==> src/rtl/muldiv_sequencer.sv <==
// Mul/div latency sequencer: issues the unit start, times the operation,
// pulses the HI/LO write at completion and stalls HI/LO hazards in ID.
module muldiv_sequencer #(
    parameter int MULT_CYCLES = 4,
    parameter int DIV_CYCLES  = 32,
    parameter int CNT_W       = 6
) (
    input  logic Clk,
    input  logic Rst_n,
    input  logic ID_MulDivStart,
    input  logic ID_IsDiv,
    input  logic ID_Signed,
    input  logic ID_DivZero,
    input  logic ID_ReadsHiLo,
    input  logic ID_WritesHiLo,
    input  logic Flush,
    output logic Unit_Start,
    output logic Unit_IsDiv,
    output logic Unit_Signed,
    output logic HiLo_Write,
    output logic Busy,
    output logic PCWrite,
    output logic IF_ID_Write,
    output logic ControlMux
);

    localparam logic [1:0] S_IDLE = 2'd0;
    localparam logic [1:0] S_RUN  = 2'd1;
    localparam logic [1:0] S_DONE = 2'd2;

    localparam logic [CNT_W-1:0] MUL_LOAD = CNT_W'(MULT_CYCLES - 1);
    localparam logic [CNT_W-1:0] DIV_LOAD = CNT_W'(DIV_CYCLES - 1);

    logic [1:0]       state;
    logic [CNT_W-1:0] cnt;
    logic             op_div;
    logic             op_signed;
    logic             dz;
    logic             accept;
    logic             accept_dz;
    logic             stall;

    assign accept    = (state == S_IDLE) & ID_MulDivStart & ~Flush;
    assign accept_dz = ID_IsDiv & ID_DivZero;

    always_ff @(posedge Clk or negedge Rst_n) begin
        if (!Rst_n) begin
            state     <= S_IDLE;
            cnt       <= '0;
            op_div    <= 1'b0;
            op_signed <= 1'b0;
            dz        <= 1'b0;
        end else begin
            unique case (state)
                S_IDLE: begin
                    if (accept) begin
                        op_div    <= ID_IsDiv;
                        op_signed <= ID_Signed;
                        dz        <= accept_dz;
                        // A zero divisor skips the iteration and only marks time
                        if (accept_dz)
                            cnt <= '0;
                        else if (ID_IsDiv)
                            cnt <= DIV_LOAD;
                        else
                            cnt <= MUL_LOAD;
                        state <= S_RUN;
                    end
                end
                S_RUN: begin
                    if (cnt == '0)
                        state <= S_DONE;
                    else
                        cnt <= cnt - 1'b1;
                end
                S_DONE: begin
                    state <= S_IDLE;
                end
                default: begin
                    state <= S_IDLE;
                end
            endcase
        end
    end

    // Gated by reset so no start leaks out while the sequencer is held
    assign Unit_Start  = accept & Rst_n;
    assign Unit_IsDiv  = op_div;
    assign Unit_Signed = op_signed;
    assign Busy        = (state != S_IDLE);
    assign HiLo_Write  = (state == S_DONE) & ~dz;

    assign stall = Busy & ~Flush &
                   (ID_ReadsHiLo | ID_WritesHiLo | ID_MulDivStart);

    assign PCWrite     = ~stall;
    assign IF_ID_Write = ~stall;
    assign ControlMux  = ~stall;

endmodule

==> config.mk <==
export PLATFORM = sky130hd
export DESIGN_NAME = muldiv_sequencer
export DESIGN_NICKNAME = d
export VERILOG_FILES = /design/src/rtl/muldiv_sequencer.sv
export SDC_FILE = /design/constraint.sdc
export NUM_CORES = 1
export LEC_CHECK = 0
export ABC_AREA = 0
export CAP_MARGIN = 0
export CORE_AREA = 2 2 42 44
export DETAILED_ROUTE_END_ITERATION = 10
export DIE_AREA = 0 0 44 46
export PLACE_DENSITY = 0.8
export SLEW_MARGIN = 20
export SYNTH_ARGS = -nofsm -noshare
export SYNTH_HDL_FRONTEND = slang
export SYNTH_SLANG_ARGS = --single-unit
==> constraint.sdc <==
create_clock -name Clk -period 1.9 [get_ports Clk]
set_input_delay 0.38 -clock Clk [delete_from_list [all_inputs] [get_ports Clk]]
set_output_delay 0.38 -clock Clk [all_outputs]
set_load 0.05 [all_outputs]
Yosys cells after proc, flatten, opt, wreduce, memory -nomap -nowiden
Cells that the tools add are included.

Add/subtract/negate cells: 1. Multipliers: 0. Div/mod/pow operators: 0. Magnitude comparators: 0. Equality and inequality tests: 5. Shifts and indexed selects: 0. Muxes and demuxes: 8. Bitwise operators: 12. Reductions and logical operators: 7.

Operators with widths (count): two-way mux 6 bit (2); case mux 6 bit (2 select lines) (1); two-way mux 5 bit (2); AND 1 bit (7); zero test 6 bit (1); inequality test 2 bit, second input constant (3); subtractor 6 x 1 -> 6 bit, second input constant (1); two-way mux 2 bit (2); case mux 2 bit (2 select lines) (1); AND reduction 2 bit (2); nonzero test 2 bit (2); NOT 1 bit (3); AND reduction 3 bit (1); == test 2 x 1 -> 1 bit, second input constant (1); == test 2 bit, second input constant (1); zero test 2 bit (1); OR 1 bit (2).

Bits in registers: 11. Latch bits: 0. Bits in writable memories: 0. Bits in read-only memories: 0. Bits of input ports: 9. Output and inout bits: 8. Word-level logic and storage cells: 38. Memories kept: 0.

Depth between registers and ports, before layout
Depth after elaboration: 5. Depth in mapped cells: 6. Gate-level depth less buffers: 6.

Worst setup path after synthesis
Ideal clock, no wire load.

Path type: register -> output. Start point: register state[1]. End point: output port HiLo_Write. Arrival time: 1663 ps. Required time: 1520 ps. Setup slack: -143 ps. Stages on the path, launching flop included: 2. Path buffers: 0. Cell sequence: dfrtp_1 nor3b_1.

Longest elaborated chain between the ends: 2.

Ends and longest elaborated chain: start: declaration (line 34) `logic [1:0] state;`; start signal: assignment (line 48) `state <= S_IDLE;`; start signal: assignment (line 67) `state <= S_RUN;`; start signal: assignment (line 72) `state <= S_DONE;`; == test 2 bit (line 91) `assign HiLo_Write = (state == S_DONE) & ~dz;`; AND 1 bit (line 91); end: declaration (line 20) `output logic HiLo_Write,`.

Every way passes these cells.

Worst setup path in the final report
Start point: register op_div, in the netlist Unit_IsDiv. End point: output port Unit_IsDiv.

RTL lines: start: declaration (line 36) `logic op_div;`; start signal: assignment (line 57) `op_div <= ID_IsDiv;`; end: declaration (line 18) `output logic Unit_IsDiv,`.

No word-level cell between the ends.

==> qor.txt <==
Root Driver - clkbuf_4
fraction of layout cells with a size suffix above 1 - 0.230
DRC Markers - 0
hold slack final - 0.439 ns
Avg Vias per Cell - 5.65
sequential share of the synthesized area - 0.422
area leader, netlist - dfrtp_1
final wirelength - 1490 µm
GRT Resource Usage Total - 0.167
Psw - 714 µW
worst-skew pair later-pin latency - 0.27 ns
number of cell rows - 15
Sw Share - 0.470
vias in the first global route - 546
Synth area leaders - dfrtp_1 42%, nand2_1 7.5%, o41ai_4 4.2%
Die Y - 46 µm
first-pass GRT wire length - 2350 µm
max cap viols - 0
Area growth, synth to finish - 38.4%
largest net degree at the start of global routing - 12
clock sink total - 11
final setup margin - 0.0869 ns
CP max-delay cell - clkdlybuf4s50_1
# setup viols final - 0
Clock Power Share - 0.103
n_diodes - 0
H-tree depth - 1
Final Max Slew Viols - 0
outcome - finished clean
CTS Buf Count - 3
slew at the pin closest to its max-slew limit - 0.495 ns
Final Total Pwr - 1520 µW
Vias - 588
Worst Hold Class - in -> async
pre-CTS setup slack - -0.0170 ns
Flop pwr share - 0.322
Initial Util - 0.404
clock tree buffer depth - 2
initial antenna violation count - 0
slowest cell delay on critical path - 0.81 ns
Arrival @ worst endpoint - 1.43 ns
Max Fanout on Critical Path - 2
RSZ-0062 raised after global routing - no
top-count cell post-synth - nand2_1
Hold Fails Final Rpt - 0
Synth Net Count - 79
CTS clk-pin slew, worst paths - 0.06 ns
Area after DPL - 850 µm²
Logic pwr share - 0.576
Pre-antenna DRT Iters - 4
EDFF count, synth - 0
Leak - 0.000411 µW
Setup crit start kind - register
Tmin final - 1.81 ns
Crit. End Element - output port
Final Cycle Share - 0.954
DR iter-0 viols - 13
overall die width - 44 µm
critical path required time - 1.52 ns
Syn Std Cell Area - 652 µm²
syn_area_per_cell - 9.59 µm²
Routed Antenna Nets - 0
setup bufs post-CTS - 0
total power divided by cell area - 1690 nW/µm²
final instance area - 902 µm²
Syn Inst Count - 68
Slew headroom - 0.669
post-synthesis register bit count - 11
fin nets - 99
Cell Int Power - 807 µW
grt ovf - 0
CTS tree - yes
Buf+Inv Stages, Crit Path - 1
post-DP HPWL - 1190 µm
fmax - 0.552 GHz
ys flop type - dfrtp_1
I/O Buffers - 16
Commonest cells post-synth - 13 x nand2_1, 11 x dfrtp_1, 4 x nor3_1, 4 x o21ai_0
distinct cell type count of the synthesized netlist - 27
CP delay by family, top - buffers and inverters
die area - 2020 µm²
kind of critical path - reg -> out
peak supply drop - 0.000903 V
Post-synth ARST share - 1.00
Ys Warns - 0
Filler cells - 142
core area - 1610 µm²
IO Count - 17
skew final - 0.00171 ns
Final Util - 0.559
critical-path cell list - clkdlybuf4s50_1
Routed WL per cell - 14.4 µm
Synth top area share - 0.422
GPL Wtd Cong - 0.780
power by group through the flow:
stage               Sequential [µW]  Combinational, µW  Clock, µW
CTS                             488                864        164
global route                    509                951        169
finish                          489                876        156
floorplan                       506                591          0
global placement                480                835          0
detailed placement              489                859          0
layer usage:
layer / track usage / vias to the layer above / part of all wire
li1: - / 279 / -
met1: 0.171 / 279 / 0.37
met2: 0.297 / 27 / 0.54
met3: 0.0317 / 3 / 0.072
met4: 0.127 / 0 / 0.021
met5: 0 / - / 0
cell usage in the layout (no fill, tap or decap), types with 2 or more instances in the layout:
cell / synthesis / layout
inv_1: 3 / 3
a21oi_1: 3 / 3
ha_1: 2 / 2
buf_6: 1 / 3
nand2_1: 13 / 13
clkbuf_4: 0 / 3
dfrtp_1: 11 / 9
buf_4: 2 / 2
dfrtp_2: 0 / 2
nand3b_1: 2 / 2
dlymetal6s2s_1: 0 / 2
o21ai_0: 4 / 4
buf_12: 0 / 3
nor3_1: 4 / 4
nor2_1: 3 / 3
clkdlybuf4s50_1: 0 / 8
nand3_1: 3 / 3
stage by stage:
step	TNS, ns	instances
after floorplan	0	68
after global placement	0	100
after detailed placement	-0.0522	100
after CTS	-0.0576	104
after global routing	0	104
final	0	104
path summary, 6_finish.rpt:
path | to | from | slack [ns] | cells after the start
max | Unit_IsDiv | Unit_IsDiv | 0.09 | 1
min | dz | Rst_n | 0.44 | 2
max reg2reg | cnt[0] | cnt[0] | 0.28 | 6
min reg2reg | Unit_Signed | Unit_Signed | 0.49 | 2
max in group asynchronous | state[1] | Rst_n | 1.30 | 2
min in group Clk | Unit_Signed | Unit_Signed | 0.49 | 2
layout make-up:
| cell class | instances | area (µm²) | area share |
|---|---|---|---|
| Sequential cell | 11 | 278 | 0.308 |
| Inverter | 3 | 11.3 | 0.0125 |
| Clock buffer | 4 | 26.3 | 0.0291 |
| Multi-Input combinational cell | 51 | 352 | 0.390 |
| Tap cell | 17 | 21.3 | 0.0236 |
| Timing Repair Buffer | 18 | 214 | 0.237 |
cell families after synthesis:
group	share of synthesized area
muxes	0.0154
DFF	0.422
and+or+nand+nor	0.321
buffers and inverters	0.0576
adders and majority gates	0.0384
AOI/OAI and AO/OA	0.146
repair_timing:
item / in CTS / in global routing
cloned: 0 / 0
pin swaps: 0 / 1
setup endpoints to repair: 4 / 4
hold buffers: 0 / 0
gates resized for setup: 2 / 7
flip-flops by register name (all words and copies together), names as in the netlist:
| name | count |
|---|---|
| state | 2 |
| Unit_Signed | 1 |
| cnt | 6 |
| Unit_IsDiv | 1 |
| dz | 1 |
No activity file was read; power rests on OpenSTA's default activity.
